<file path="config.mk">
export PLATFORM = sky130hd
export DESIGN_NAME = syndrome_calculator
export DESIGN_NICKNAME = d
export VERILOG_FILES = /design/src/rtl/syndrome_calculator.sv
export SDC_FILE = /design/constraint.sdc
export NUM_CORES = 1
export LEC_CHECK = 0
export CAP_MARGIN = 20
export CORE_MARGIN = 10
export CORE_UTILIZATION = 57
export CTS_CLUSTER_SIZE = 30
export DETAILED_ROUTE_END_ITERATION = 6
export GPL_ROUTABILITY_DRIVEN = 0
export GPL_TIMING_DRIVEN = 0
export HOLD_SLACK_MARGIN = 0.12
export PLACE_DENSITY = 0.79
export SLEW_MARGIN = 20
export SYNTH_ARGS = -nofsm -noshare
export SYNTH_HDL_FRONTEND = slang
export SYNTH_SLANG_ARGS = --single-unit
</file>
<file path="constraint.sdc">
create_clock -name Clk -period 4.6 [get_ports Clk]
set_clock_uncertainty 0.1 [all_clocks]
set_input_delay 1.38 -clock Clk [delete_from_list [all_inputs] [get_ports Clk]]
set_output_delay 1.38 -clock Clk [all_outputs]
set_load 0.005 [all_outputs]
</file>
<file path="src/rtl/syndrome_calculator.sv">
// ---------------------------------------------------------------------------
// syndrome_calculator
//   Syndrome stage of the DVB-T RS(204,188, t=8) decoder. Each enabled clock
//   consumes one received byte (highest-degree coefficient r_203 first) and
//   Horner-accumulates the 16 syndromes S_j = r(alpha^(j-1)) over GF(2^8).
//   On the edge that consumes r_0 the finished syndromes are registered onto
//   S_1..S_16, and the accumulators restart so the next codeword may follow
//   on the very next clock.
//
// Ports
//   Clk        rising-edge clock
//   Reset      synchronous, active-high; clears accumulators, counter, outputs
//   Msg_Rsv    received symbol, consumed only when CS=1
//   CS         symbol enable
//   S_1..S_16  registered syndromes, updated only on the last-symbol edge
//
// Handshake: CS is a one-way enable (valid without ready). The block has no
//   backpressure; a byte is taken on every rising edge with CS=1 and
//   Reset=0, and CS=0 cycles may appear anywhere without affecting results.
// ---------------------------------------------------------------------------
module syndrome_calculator #(
   parameter int         N         = 204,
   parameter int         NSYN      = 16,
   parameter logic [8:0] PRIM_POLY = 9'h11D
) (
   input  logic       Clk,
   input  logic       Reset,
   input  logic [7:0] Msg_Rsv,
   input  logic       CS,
   output logic [7:0] S_1,
   output logic [7:0] S_2,
   output logic [7:0] S_3,
   output logic [7:0] S_4,
   output logic [7:0] S_5,
   output logic [7:0] S_6,
   output logic [7:0] S_7,
   output logic [7:0] S_8,
   output logic [7:0] S_9,
   output logic [7:0] S_10,
   output logic [7:0] S_11,
   output logic [7:0] S_12,
   output logic [7:0] S_13,
   output logic [7:0] S_14,
   output logic [7:0] S_15,
   output logic [7:0] S_16
);

   localparam logic [7:0] LAST_SYM = 8'(N - 1);

   logic [7:0] acc     [NSYN];
   logic [7:0] syn     [NSYN];
   logic [7:0] acc_nxt [NSYN];
   logic [7:0] sym_cnt;

   // Multiply by alpha (x) with reduction by the field polynomial.
   function automatic logic [7:0] mul_alpha(input logic [7:0] a);
      mul_alpha = {a[6:0], 1'b0} ^ (a[7] ? PRIM_POLY[7:0] : 8'h00);
   endfunction

   // Multiply by alpha^k for a constant k: the loop unrolls into a fixed
   // XOR network, so no general multiplier is built.
   function automatic logic [7:0] mul_alpha_pow(input logic [7:0] a, input int k);
      logic [7:0] r;
      r = a;
      for (int i = 0; i < k; i++) begin
         r = mul_alpha(r);
      end
      return r;
   endfunction

   // Horner step for every syndrome; index j holds S_(j+1) = r(alpha^j).
   always_comb begin
      for (int j = 0; j < NSYN; j++) begin
         acc_nxt[j] = mul_alpha_pow(acc[j], j) ^ Msg_Rsv;
      end
   end

   always_ff @(posedge Clk) begin
      if (Reset) begin
         for (int j = 0; j < NSYN; j++) begin
            acc[j] <= 8'h00;
            syn[j] <= 8'h00;
         end
         sym_cnt <= 8'h00;
      end else if (CS) begin
         if (sym_cnt == LAST_SYM) begin
            // r_0 consumed: publish the finished syndromes and restart.
            for (int j = 0; j < NSYN; j++) begin
               syn[j] <= acc_nxt[j];
               acc[j] <= 8'h00;
            end
            sym_cnt <= 8'h00;
         end else begin
            for (int j = 0; j < NSYN; j++) begin
               acc[j] <= acc_nxt[j];
            end
            sym_cnt <= sym_cnt + 8'd1;
         end
      end
   end

   assign S_1  = syn[0];
   assign S_2  = syn[1];
   assign S_3  = syn[2];
   assign S_4  = syn[3];
   assign S_5  = syn[4];
   assign S_6  = syn[5];
   assign S_7  = syn[6];
   assign S_8  = syn[7];
   assign S_9  = syn[8];
   assign S_10 = syn[9];
   assign S_11 = syn[10];
   assign S_12 = syn[11];
   assign S_13 = syn[12];
   assign S_14 = syn[13];
   assign S_15 = syn[14];
   assign S_16 = syn[15];

endmodule

</file>
==> impl_summary.log <==
INFO  metric status = finished clean
INFO  metric finalHoldViolCount = 0
INFO  metric dominantRegCellSynth = sky130_fd_sc_hd__edfxtp_1
INFO  metric ctsResizeCount = 0
INFO  metric grt.overflow.total = 0
INFO  metric insertion_delay = 0.53 ns
INFO  metric avgViaCountPerCell = 5.27
INFO  metric timing.critical_path.arrival = 3.53 ns
INFO  metric synth_seq_cells = 264
INFO  metric critical_path_class = in -> reg
INFO  metric place.detailed.hpwl = 18.7 mm
INFO  metric slew_headroom = 45.2%
INFO  metric busiest_layer = met2
INFO  metric cts_hold_buf = 0
INFO  metric async_reset_ff_share = 0%
INFO  metric crit_path_start_kind = primary input
INFO  metric grt.total_usage = 19.2%
INFO  metric path_buf_inv = 4
INFO  metric place_area = 14100 um^2
INFO  metric die_area = 27900 um^2
INFO  metric finish.instance_area = 14800 um^2
INFO  metric via_count = 7452
INFO  metric power.clock.fraction = 23.1%
INFO  metric vias_in_the_first_global_route = 7691
INFO  metric initial_core_util = 58.3%
INFO  metric worst_path_max_delay_cell = sky130_fd_sc_hd__clkdlybuf4s50_1
INFO  metric ys_warn_count = 0
INFO  metric detail-route-antenna-nets = 0
INFO  metric timing.critical_path.fanout_max = 53
INFO  metric grt_use_met3 = 4.05%
INFO  metric path_clk_slew = 0.06 ns
INFO  metric clock_tree.root_cell = sky130_fd_sc_hd__clkbuf_16
INFO  metric layout.area.seq = 7770 um^2
INFO  metric cell_type_contributing_the_most_total_cell_area_after_synthesis = sky130_fd_sc_hd__edfxtp_1
INFO  metric cts-buffers-inserted = 27
INFO  metric worst_path_dominant_cell_family = buffers and inverters
INFO  metric comb_power_share = 36.1%
INFO  metric worst_slack = 1.17 ns
INFO  metric drt_first_iter_violations = 569
INFO  metric synth.distinct_cells = 32
INFO  metric critical_path.cell_chain = clkdlybuf4s50_1 > clkbuf_1 > or2_4 > buf_12 > buf_16
INFO  metric hold_path_class = reg -> reg
INFO  metric place_worst_setup_slack = 0.640 ns
INFO  metric chipWidth = 167 um
INFO  metric grt_antenna_before_repair = 0
INFO  metric critPathRequiredTime = 4.70 ns
INFO  metric row_count = 53
INFO  metric post-synth-top-count-cell = sky130_fd_sc_hd__xnor2_1
INFO  metric first_pass_grt_wire_length = 43.0 mm
INFO  metric wl_per_cell = 19.4 um
INFO  metric synth.yosys.seq_area_share = 62.9%
INFO  metric clock_tree.buffer_depth = 3
INFO  metric number_of_fill_cells_in_the_layout = 1476
INFO  metric synthesis.nets = 972
INFO  metric power_density = 571 nW/um^2
INFO  metric postSynthAreaPerCell = 12.9 um^2
INFO  metric post_synth_inst_count = 960
INFO  metric grt_setup_unrepaired = no
INFO  metric area_delta_synth_final = 20.2%
INFO  metric irDropWorstVdd = 376 uV
INFO  metric multi_input_comb_area = 4320 um^2
INFO  metric power_report.internal_total = 0.00581 W
INFO  metric finish.utilization = 70.1%
INFO  metric drive_gt1_share = 6.84%
INFO  metric maxCapViolCount = 0
INFO  metric fp.dieH = 167 um
INFO  metric setup_viol = 0
INFO  metric fin_crit_sh = 74.6%
INFO  metric grt_use_met2 = 32.6%
INFO  metric power.share.switching = 31.3%
INFO  metric firstDrtPassIters = 5
INFO  metric timing.final.crit_period = 3.43 ns
INFO  metric power.net_switching = 0.00265 W
INFO  metric postCtsSetupRepairBufs = 0
INFO  metric drt-total-wl = 27.5 mm
INFO  metric netlist_top_cells_area = sky130_fd_sc_hd__edfxtp_1 (60%), sky130_fd_sc_hd__xnor2_1 (19%), sky130_fd_sc_hd__nor2_1 (7.1%), sky130_fd_sc_hd__xor2_1 (4.3%), sky130_fd_sc_hd__dfxtp_1 (2.6%)
INFO  metric grt_start_max_net_pins = 80
INFO  metric sequential_share_of_power = 40.7%
INFO  metric timing_worst_slew_pin_value = 0.822 ns
INFO  metric fin_nets = 1133
INFO  metric number_of_levels_in_the_clock_h_tree = 1
INFO  metric ios = 139
INFO  metric power = 0.00847 W
INFO  metric grtUsageMet1 = 24.0%
INFO  metric critical_path.endpoint_type = flop
INFO  metric power.leakage = 5.23 nW
INFO  metric numClockSinks = 264
INFO  metric total_inserted_antenna_cells = 0
INFO  metric synth_top_cell_area_share = 60.3%
INFO  metric mappedNetlistArea = 12300 um^2
INFO  metric number_of_max_slew_violations_in_the_final_report = 0
INFO  metric timing.critical_path.slowest_cell_delay = 0.59 ns
INFO  metric synth_top_cells_by_count = sky130_fd_sc_hd__xnor2_1 (267), sky130_fd_sc_hd__edfxtp_1 (248), sky130_fd_sc_hd__nor2_1 (233)
INFO  metric synth-edff-count = 248
INFO  metric design.core.area = 21200 um^2
INFO  metric max_freq = 292 MHz
INFO  metric cts_tree = yes
INFO  metric reg2reg_slack = 1.78 ns
INFO  metric drt_drc_violations_left = 0
INFO  metric port_buffers = 129
logic make-up (layout without fill, tap and decap cells):
group | Yosys count | count (layout) | synth area share, %
xor gates and xnor gates | 337 | 337 | 24.8
and+or+nand+nor | 288 | 288 | 9.42
DFF | 264 | 264 | 62.9
buffers and inverters | 56 | 236 | 2.06
AOI/OAI and AO/OA | 13 | 13 | 0.578
adders and majority gates | 1 | 1 | 0.101
muxes | 1 | 1 | 0.0811
metrics by stage:
step	setup TNS [ns]	cells	hold WS, ns
2_1_floorplan	0	960	0.370
3_3_place_gp	-109.94	1364	0.383
3_5_place_dp	0	1367	0.403
4_1_cts	0	1415	0.412
5_1_grt	0	1415	0.430
6_report	0	1415	0.416
layout by cell type, fill, tap and decap left out, drive strengths merged:
cell,count
inv,4
o21ai,1
clkdlybuf4s50,129
ha,1
a21oi,9
nand3,2
nand2,11
mux2i,1
clkinv,8
nor2b,1
clkbuf,53
a21o,2
and4,1
nor2,233
nor3b,2
dfxtp,16
nand2b,1
xnor2,267
nand3b,1
or2,1
o22ai,1
nand4,2
nor3,30
and2,2
xor3,1
buf,40
xor2,63
or3,1
edfxtp,248
xnor3,6
clkinvlp,2
worst register-to-register path, stage by stage, from the launching register on:
cell and delay (ns):
sky130_fd_sc_hd__dfxtp_1 0.41, sky130_fd_sc_hd__ha_1 0.22, sky130_fd_sc_hd__and4_1 0.19, sky130_fd_sc_hd__buf_2 0.22
sky130_fd_sc_hd__and2_1 0.18, sky130_fd_sc_hd__a21o_1 0.24, sky130_fd_sc_hd__buf_6 0.48, sky130_fd_sc_hd__buf_16 0.39
state kept, by name, summed over array words and instances, names as in the netlist:
| register | count |
|---|---|
| acc | 128 |
| syn | 128 |
| sym_cnt | 8 |
power by group through the flow:
stage	Combinational [W]	Clock, W	Sequential [W]
3_5_place_dp	0.00302	0	0.00350
2_1_floorplan	0.00223	0	0.00347
3_3_place_gp	0.00295	0	0.00349
4_1_cts	0.00306	0.00198	0.00345
6_report	0.00306	0.00196	0.00345
5_1_grt	0.00332	0.00208	0.00349
layer usage:
metal	up-vias	routed length [um]
li1	3508	-
met1	3669	11300
met2	231	13700
met3	44	1780
met4	0	711
met5	-	0
final cells by class:
| cell class | count | share of cell area, % |
|---|---|---|
| flip-flops and latches | 264 | 52.3 |
| multi-input cells | 640 | 29.1 |
| repair buffers | 132 | 9.21 |
| clock buffers | 38 | 4.83 |
| well taps | 275 | 2.32 |
| plain buffers | 52 | 1.65 |
| clock inverters | 10 | 0.405 |
| inverters | 4 | 0.101 |
final timing paths:
path,from,to,cells past startpoint
max,CS,acc[0][29],5
min,sym_cnt[1],sym_cnt[1],2
max reg2reg,sym_cnt[0],syn[1][36],7
min reg2reg,sym_cnt[1],sym_cnt[1],2
Note: power is estimated with default switching activity, not from simulation.
